<file path="src/rtl/adder_feeder_pkg.sv">
// Shared constants, pointer-width helper and operand-pair type for the adder operand feeder.
package adder_feeder_pkg;

    localparam int DEFAULT_WIDTH = 32;
    localparam int DEFAULT_DEPTH = 4;

    // Number of index bits for a power-of-two depth; pointers add one wrap bit on top.
    function automatic int clog2(input int value);
        int result;
        result = 0;
        for (int v = value - 1; v > 0; v = v >> 1) begin
            result++;
        end
        return result;
    endfunction

    typedef struct packed {
        logic [DEFAULT_WIDTH-1:0] a;
        logic [DEFAULT_WIDTH-1:0] b;
    } operand_pair_t;

endpackage

</file>
<file path="src/rtl/adder_operand_feeder_fifo.sv">
// Operand-pair FIFO: storage, wrap-bit pointers, full/empty flags and occupancy.
module feeder_pair_fifo
    import adder_feeder_pkg::*;
#(
    parameter int WIDTH = DEFAULT_WIDTH,
    parameter int DEPTH = DEFAULT_DEPTH
) (
    input  logic                  clk,
    input  logic                  rst_n,
    input  logic                  push,
    input  logic [WIDTH-1:0]      push_a,
    input  logic [WIDTH-1:0]      push_b,
    input  logic                  pop,
    output logic [WIDTH-1:0]      head_a,
    output logic [WIDTH-1:0]      head_b,
    output logic                  empty,
    output logic                  full,
    output logic [clog2(DEPTH):0] level
);

    localparam int AW = clog2(DEPTH);

    typedef struct packed {
        logic [WIDTH-1:0] a;
        logic [WIDTH-1:0] b;
    } pair_t;

    pair_t         mem [DEPTH];
    logic [AW:0]   wr_ptr;
    logic [AW:0]   rd_ptr;

    // Storage is deliberately left out of reset; only the pointers define validity.
    always_ff @(posedge clk) begin
        if (push) begin
            mem[wr_ptr[AW-1:0]] <= '{a: push_a, b: push_b};
        end
    end

    always_ff @(posedge clk or negedge rst_n) begin
        if (!rst_n) begin
            wr_ptr <= '0;
            rd_ptr <= '0;
        end else begin
            if (push) begin
                wr_ptr <= wr_ptr + 1'b1;
            end
            if (pop) begin
                rd_ptr <= rd_ptr + 1'b1;
            end
        end
    end

    assign empty  = (wr_ptr == rd_ptr);
    assign full   = (wr_ptr[AW-1:0] == rd_ptr[AW-1:0]) && (wr_ptr[AW] != rd_ptr[AW]);
    assign level  = wr_ptr - rd_ptr;
    assign head_a = mem[rd_ptr[AW-1:0]].a;
    assign head_b = mem[rd_ptr[AW-1:0]].b;

endmodule

</file>
<file path="src/rtl/adder_operand_feeder.sv">
// Flow-controlled wrapper around a combinational adder: operand FIFO in, registered sum out.
// Optional signed-overflow flag output is enabled by defining ADDER_FEEDER_OVF_EN.
module adder_operand_feeder
    import adder_feeder_pkg::*;
#(
    parameter int WIDTH = DEFAULT_WIDTH,
    parameter int DEPTH = DEFAULT_DEPTH
) (
    input  logic                  clk,
    input  logic                  rst_n,
    input  logic                  in_valid,
    output logic                  in_ready,
    input  logic [WIDTH-1:0]      in_a,
    input  logic [WIDTH-1:0]      in_b,
    output logic [WIDTH-1:0]      add_a,
    output logic [WIDTH-1:0]      add_b,
    input  logic [WIDTH-1:0]      add_sum,
    output logic                  out_valid,
    input  logic                  out_ready,
    output logic [WIDTH-1:0]      out_sum,
`ifdef ADDER_FEEDER_OVF_EN
    output logic                  out_ovf,
`endif
    output logic [clog2(DEPTH):0] level
);

    logic             push;
    logic             load;
    logic             empty;
    logic             full;
    logic [WIDTH-1:0] head_a;
    logic [WIDTH-1:0] head_b;

    // in_ready depends only on registered pointers, so a full FIFO never admits a push even while popping.
    assign in_ready = !full;
    assign push     = in_valid && in_ready;
    assign load     = !empty && (!out_valid || out_ready);

    feeder_pair_fifo #(
        .WIDTH (WIDTH),
        .DEPTH (DEPTH)
    ) u_fifo (
        .clk    (clk),
        .rst_n  (rst_n),
        .push   (push),
        .push_a (in_a),
        .push_b (in_b),
        .pop    (load),
        .head_a (head_a),
        .head_b (head_b),
        .empty  (empty),
        .full   (full),
        .level  (level)
    );

    assign add_a = empty ? '0 : head_a;
    assign add_b = empty ? '0 : head_b;

    always_ff @(posedge clk or negedge rst_n) begin
        if (!rst_n) begin
            out_valid <= 1'b0;
            out_sum   <= '0;
        end else if (load) begin
            out_valid <= 1'b1;
            out_sum   <= add_sum;
        end else if (out_valid && out_ready) begin
            out_valid <= 1'b0;
        end
    end

`ifdef ADDER_FEEDER_OVF_EN
    logic ovf_next;

    assign ovf_next = (add_a[WIDTH-1] == add_b[WIDTH-1]) && (add_sum[WIDTH-1] != add_a[WIDTH-1]);

    always_ff @(posedge clk or negedge rst_n) begin
        if (!rst_n) begin
            out_ovf <= 1'b0;
        end else if (load) begin
            out_ovf <= ovf_next;
        end
    end
`endif

endmodule

</file>
<file path="config.mk">
export PLATFORM = sky130hd
export DESIGN_NAME = adder_operand_feeder
export DESIGN_NICKNAME = d
export VERILOG_FILES = /design/src/rtl/adder_feeder_pkg.sv /design/src/rtl/adder_operand_feeder_fifo.sv /design/src/rtl/adder_operand_feeder.sv
export SDC_FILE = /design/constraint.sdc
export NUM_CORES = 1
export LEC_CHECK = 0
export ABC_CLOCK_PERIOD_IN_PS = 3200
export BUFFER_PORTS_ARGS = -buffer_cell sky130_fd_sc_hd__clkbuf_2
export CORE_MARGIN = 2
export CORE_UTILIZATION = 50
export DETAILED_ROUTE_END_ITERATION = 10
export GPL_TIMING_DRIVEN = 0
export PLACE_DENSITY = 0.79
export SETUP_SLACK_MARGIN = 0.2
export SLEW_MARGIN = 20
export SYNTH_ARGS = -nofsm -noshare
export SYNTH_HDL_FRONTEND = slang
export SYNTH_SLANG_ARGS = --single-unit
</file>
<file path="constraint.sdc">
create_clock -name clk -period 3.2 [get_ports clk]
set_input_delay 0.32 -clock clk [delete_from_list [all_inputs] [get_ports clk]]
set_output_delay 0.32 -clock clk [all_outputs]
set_load 0.005 [all_outputs]
</file>
==> results of run 1 <==
==> metal layers <==
metal	part of all wire	vias to the layer above	global-route usage	wire length [um]
met4	0.028	0	0.0585	657
li1	-	2690	-	-
met3	0.058	52	0.0423	1360
met5	0	-	0	0
met1	0.39	3150	0.238	9110
met2	0.53	234	0.349	12400
==> logic make-up after synthesis <==
| group | after synthesis | share of synthesized area |
|---|---|---|
| muxes | 99 | 0.170 |
| adders and majority gates | 8 | 0.00941 |
| xor gates and xnor gates | 6 | 0.00525 |
| AOI/OAI and AO/OA | 4 | 0.00296 |
| and+or+nand+nor | 75 | 0.0398 |
| buffers and inverters | 29 | 0.0148 |
| DFF | 295 | 0.758 |
==> worst max path at each step <==
stage	startpoint	endpoint
after global routing	u_fifo.rd_ptr[1]	add_b[8]
after floorplan	u_fifo.rd_ptr[1]	u_fifo.mem[0][0]
after global placement	u_fifo.rd_ptr[1]	u_fifo.mem[3][1]
after detailed placement	u_fifo.rd_ptr[1]	add_a[26]
final	u_fifo.rd_ptr[1]	add_a[24]
after CTS	u_fifo.rd_ptr[1]	add_a[24]
==> state kept, by name, indices dropped and copies added (netlist names) <==
name / count
u_fifo.mem: 256
out_valid: 1
u_fifo.rd_ptr: 3
out_sum: 32
u_fifo.wr_ptr: 3
==> worst reg2reg max path: stages (launching register included) <==
cell and delay (ns):
dfrtp_2 0.39, buf_6 0.17, buf_6 0.18, inv_1 0.07, ha_1 0.34, nand3_1 0.19, and3_4 0.55, buf_12 0.30
==> per-stage QoR <==
step	setup TNS [ns]	instances	setup slack, ns	power [mW]
after global placement	-61.19	1001	-0.247	10.9
final	0	1141	0.307	15.0
after global routing	0	1141	0.204	15.8
after CTS	0	1141	0.201	15.1
after floorplan	0	516	0.626	8.93
after detailed placement	0	1005	0.197	11.2
==> power by group through the flow <==
stage                     Combinational (mW)  Clock (mW)  Sequential [mW]
after floorplan                         3.31           0             5.61
after global placement                  5.26           0             5.64
after detailed placement                5.47           0             5.69
after CTS                               5.68        3.79             5.61
after global routing                    6.11        3.96             5.69
final                                   5.63        3.73             5.61
==> final cells by class <==
type	count	area, um2	area share
clock buffers	33	783	0.0528
clock inverters	23	297	0.0200
well taps	285	357	0.0240
plain buffers	24	180	0.0122
multi-input cells	192	2650	0.179
flip-flops and latches	295	8660	0.584
inverters	5	18.8	0.00127
repair buffers	284	1880	0.127
==> timing repair <==
item | CTS | global route
pin swaps | 0 | 0
gates resized for setup | 14 | 9
setup buffers | 1 | 0
setup endpoints to repair | 64 | 59
endpoints found under the hold margin | 300 | 0
hold buffers | 79 | 0
==> layout by cell type (no fill, tap or decap), drive strengths merged <==
cell type,count
and3,4
buf,25
bufinv,7
clkbuf,237
clkinv,15
clkinvlp,1
dfrtp,39
dlygate4sd3,79
edfxtp,256
fa,1
ha,7
inv,5
mux2,35
mux4,64
nand2,4
nand2b,1
nand3,1
nor2,1
nor2b,64
o211ai,1
o21ai,3
xnor2,5
xor2,1
==> impl_results.md, run 1 <==
* Clock Sinks at 295
* Antenna cells at 0
* Critical Path Start Type: flop
* Crit path kind: reg2out
* Switching portion of total power at 0.300
* Ys flop type: edfxtp_1
* FILL cells at 1,484
* Post-route cell area at 14,800 um2
* Tightest Pin Transition at 0.884 ns
* Outcome: complete, no violations
* Clock power share at 0.249
* Most common cell in the netlist: edfxtp_1
* TritonCTS clock tree: built
* IO Port Bufs at 200
* Slew HR at 0.411
* Worst r2r dst: u_fifo.mem[2][6]
* Post-DP HPWL at 14,200 um
* HP Class: in2reg
* Max Cap Viol at 0
* Std-Cell Rows at 55
* Distinct cells, synth at 23
* H-tree levels at 1
* Clock Tree Root: clkbuf_16
* Worst skew pair latency at 0.54 ns
* Antenna violations before repair at 0
* Die span in y at 155 um
* EDFF count, synth at 256
* Reg2reg start: u_fifo.rd_ptr[1]
* Mapped cell area at 11,400 um2
* RSZ-0062 raised after global routing: no
* Worst R2R Path Depth at 7
* Die area at 24,100 um2
* Ys Warns at 0
* Post-layout min period at 2.89 ns
* Fmax at 0.346 GHz
* Die Wd at 155 um
* Setup Skew at 0.0113 ns
* Leakage at 5.64 nW
* Post-synth top cells: edfxtp_1 (256), mux4_2 (64), nor2b_1 (64)
* Clock-pin slew on the worst setup and hold paths at 0.06 ns
* Via count at 6,126
* # DRC at 0
* CP Cell Sequence: buf_6 -> buf_6 -> inv_1 -> ha_1 -> nand2_4 -> nor2_2 -> buf_6 -> buf_4 -> nor2b_1 -> clkbuf_2
* CP Data Arrival Time at 2.57 ns
* Crit path buf inv count at 6
* Top cells by area, synth: edfxtp_1 (67%), mux4_2 (13%), dfrtp_1 (8.5%)
* Crit path largest cell delay at 0.39 ns
* Switching pwr at 4.49 mW
* Worst hold stages at 2
* Slowest CP cell: dfrtp_2
* Vias/cell at 5.37
* Crit path capture type: output pin
* CP delay by family, top: buffers and inverters
* CP dominant cell by count: buf_6
* Routed WL at 23,500 um
* Layout cells sized above 1 at 0.457
* Nets@finish at 940
* CP Depth at 10
* Period Utilization, post-route at 0.904
* R2R Setup Slk at 0.66 ns
* CP required at 2.88 ns
* DR pass1 iterations at 5
* Largest net degree at the start of global routing at 40
* Syn_nets at 624
* Hold wc startpoint: add_sum[12]
* TritonCTS Buffers at 30
* Tot GR Track Use at 0.194
* Final setup fails at 0
* Cell internal pwr at 10.5 mW
* Antenna Nets Post-Route at 0
* Cell area power density at 1010 nW/um2
* FFs w/ async S/R, synth at 0.132
* GRT overflow at 0
* Core area at 22,600 um2
* Initial core utilization at 0.507
* CTS max path bufs at 3
* Worst Hold Slack at 0.0157 ns
* Iteration-0 DRC Markers at 454
* DR WL/cell at 20.6 um
* Fin. Hold Viols at 0
* Area share of the largest cell type after synthesis at 0.672
* #FFs+latches synth at 295
* Vias in the first global route at 6,626
* Crit Path Max Fanout at 10
* Synth Instances at 516
* # IOs at 201
* Post-synthesis sequential area ratio at 0.758
* Area after DPL at 12,900 um2
* Largest area contributor in the synthesized netlist: edfxtp_1
* Max VDD drop at 543 uV
* Comb power frac at 0.376
* Part of the power in registers at 0.375
* Final design utilization at 0.657
* Final Max Slew Viols at 0
* Syn avg cell area at 22.2 um2
* Area grow syn2layout at 29.7%
* Hold endpoint: out_sum[12]
* First-pass GRT wire length at 36,000 um
* GPL Wtd Cong at 0.749
No activity file was read; power rests on OpenSTA's default activity.
==> inputs of run 2 (changes only) <==
--- a/config.mk
+++ b/config.mk
@@ -7,6 +7,7 @@
 export LEC_CHECK = 0
 export ABC_CLOCK_PERIOD_IN_PS = 3200
 export BUFFER_PORTS_ARGS = -buffer_cell sky130_fd_sc_hd__clkbuf_2
+export CORE_ASPECT_RATIO = 1.25
 export CORE_MARGIN = 2
 export CORE_UTILIZATION = 50
 export DETAILED_ROUTE_END_ITERATION = 10
==> impl_results.md, run 2 (same netlist as run 1, synthesis figures left out) <==
* Critical Path Start Type: flop
* Final setup fails at 0
* RSZ-0062 raised after global routing: no
* DR WL/cell at 20.8 um
* Post-layout min period at 2.93 ns
* DR pass1 iterations at 5
* Final worst setup slack at 0.265 ns
* Crit path capture type: output pin
* Vias/cell at 5.37
* FILL cells at 1,487
* Clock Tree Root: clkbuf_16
* Fin. Hold Viols at 0
* GPL Wtd Cong at 0.801
* Cell area power density at 1010 nW/um2
* Fmax at 0.341 GHz
* Layout cells sized above 1 at 0.459
* Number of flip-flops under the largest register name at 256
* Period Utilization, post-route at 0.917
* # DRC at 0
* Worst skew pair latency at 0.53 ns
* Clock Sinks at 295
* Commonest non-fill, non-tap cell in the layout: edfxtp_1
* TritonCTS Buffers at 29
* # IOs at 201
* Final Max Slew Viols at 0
* Core area at 22,400 um2
* Area after DPL at 12,900 um2
* Clock-pin slew on the worst setup and hold paths at 0.06 ns
* Nets@finish at 909
* Tightest Pin Transition at 0.953 ns
* Post-route cell area at 14,400 um2
* Tot GR Track Use at 0.192
* Antenna violations before repair at 1
* Initial core utilization at 0.511
* Outcome: complete, no violations
* Slew HR at 0.364
* Worst slack, placed at 0.210 ns
* Leakage at 5.45 nW
* Post-DP HPWL at 14,000 um
* CP required at 2.88 ns
* Max Cap Viol at 0
* Final std cells w/o fill at 1,107
* Die span in y at 173 um
* Vias in the first global route at 6,522
* Via count at 5,947
* H-tree levels at 1
* Setup TNS at 0 ns
* Crit Path Max Fanout at 10
* Std-Cell Rows at 61
* CTS max path bufs at 3
* Crit path kind: reg2out
* IO Port Bufs at 200
* TritonCTS clock tree: built
* Worst Hold Slack at 0.0235 ns
* First-pass GRT wire length at 36,400 um
* Most frequent cells in the layout: edfxtp_1 (256), clkbuf_2 (201), mux4_2 (64)
* GRT overflow at 0
* Iteration-0 DRC Markers at 356
* Die Wd at 139 um
* HP Class: in2reg
* Max VDD drop at 928 uV
* Placed Cells at 1,003
* Setup Skew at 0.0127 ns
* Area grow syn2layout at 26.0%
* R2R Setup Slk at 0.65 ns
* Routed WL at 23,000 um
* Antenna Nets Post-Route at 0
* Largest net degree at the start of global routing at 43
* Die area at 24,100 um2
* CP Data Arrival Time at 2.61 ns
## run 2: cell count changes in the layout (fill, tap and decap cells not counted), sizes merged
cell | before | now
clkinv | 15 | 8
inv | 5 | 6
bufinv | 7 | 2
clkinvlp | 1 | 0
buf | 25 | 24
clkbuf | 237 | 247
diode | 0 | 1
dlygate4sd3 | 79 | 49
## run 2: where the power goes
part	total [mW]	switching, mW	internal [mW]
Combinational	5.58	2.72	2.86
Sequential	5.60	0.331	5.27
Clock	3.33	1.34	1.99
## run 2: per-stage QoR
stage          power [mW]  utilization
5_1_grt              15.3        0.644
6_report             14.5        0.644
2_1_floorplan        8.93            -
4_1_cts              14.7        0.644
3_5_place_dp         11.2        0.578
3_3_place_gp         10.9        0.572
## run 2: worst max-delay path: stages (launching register included)
cell and delay (ns):
dfrtp_2 0.40, buf_6 0.18, buf_6 0.18, inv_1 0.06, ha_1 0.33, nand2_2 0.15, nor2_2 0.06, buf_6 0.17
buf_4 0.19, nor2b_1 0.20, clkbuf_2 0.15
## run 2: layout make-up
type / instances / area [um2] / area share
clock inverter: 11 / 106 / 0.00738
multi-input combinational: 192 / 2630 / 0.183
clock buffer: 42 / 845 / 0.0586
tap: 283 / 354 / 0.0246
antenna: 1 / 2.50 / 0.000174
timing repair buffer: 254 / 1610 / 0.112
sequential: 295 / 8660 / 0.601
inverter: 5 / 18.8 / 0.00130
buffer: 24 / 180 / 0.0125
## run 2: per-layer routing
metal | track usage | part of all wire
met1 | 0.240 | 0.39
met2 | 0.341 | 0.53
met3 | 0.0402 | 0.055
met4 | 0.0551 | 0.023
met5 | 0 | 0
## run 2: path summary, 6_finish.rpt
path,start,endpoint,cells after the start
setup reg to reg,u_fifo.rd_ptr[1],u_fifo.mem[0][8],7
hold reg to reg,out_sum[3],out_sum[3],1
min in group asynchronous,rst_n,out_sum[4],2
hold / removal,in_b[29],u_fifo.mem[0][29],1
setup / recovery,u_fifo.rd_ptr[1],add_a[30],10
max in group asynchronous,rst_n,u_fifo.rd_ptr[1],2
## run 2: repair_timing
action | 4_1_cts | 5_1_grt
setup buffers | 1 | 0
hold buffers | 49 | 0
endpoints found under the hold margin | 212 | 0
gates resized for setup | 12 | 4
endpoints found under the setup margin | 64 | 50
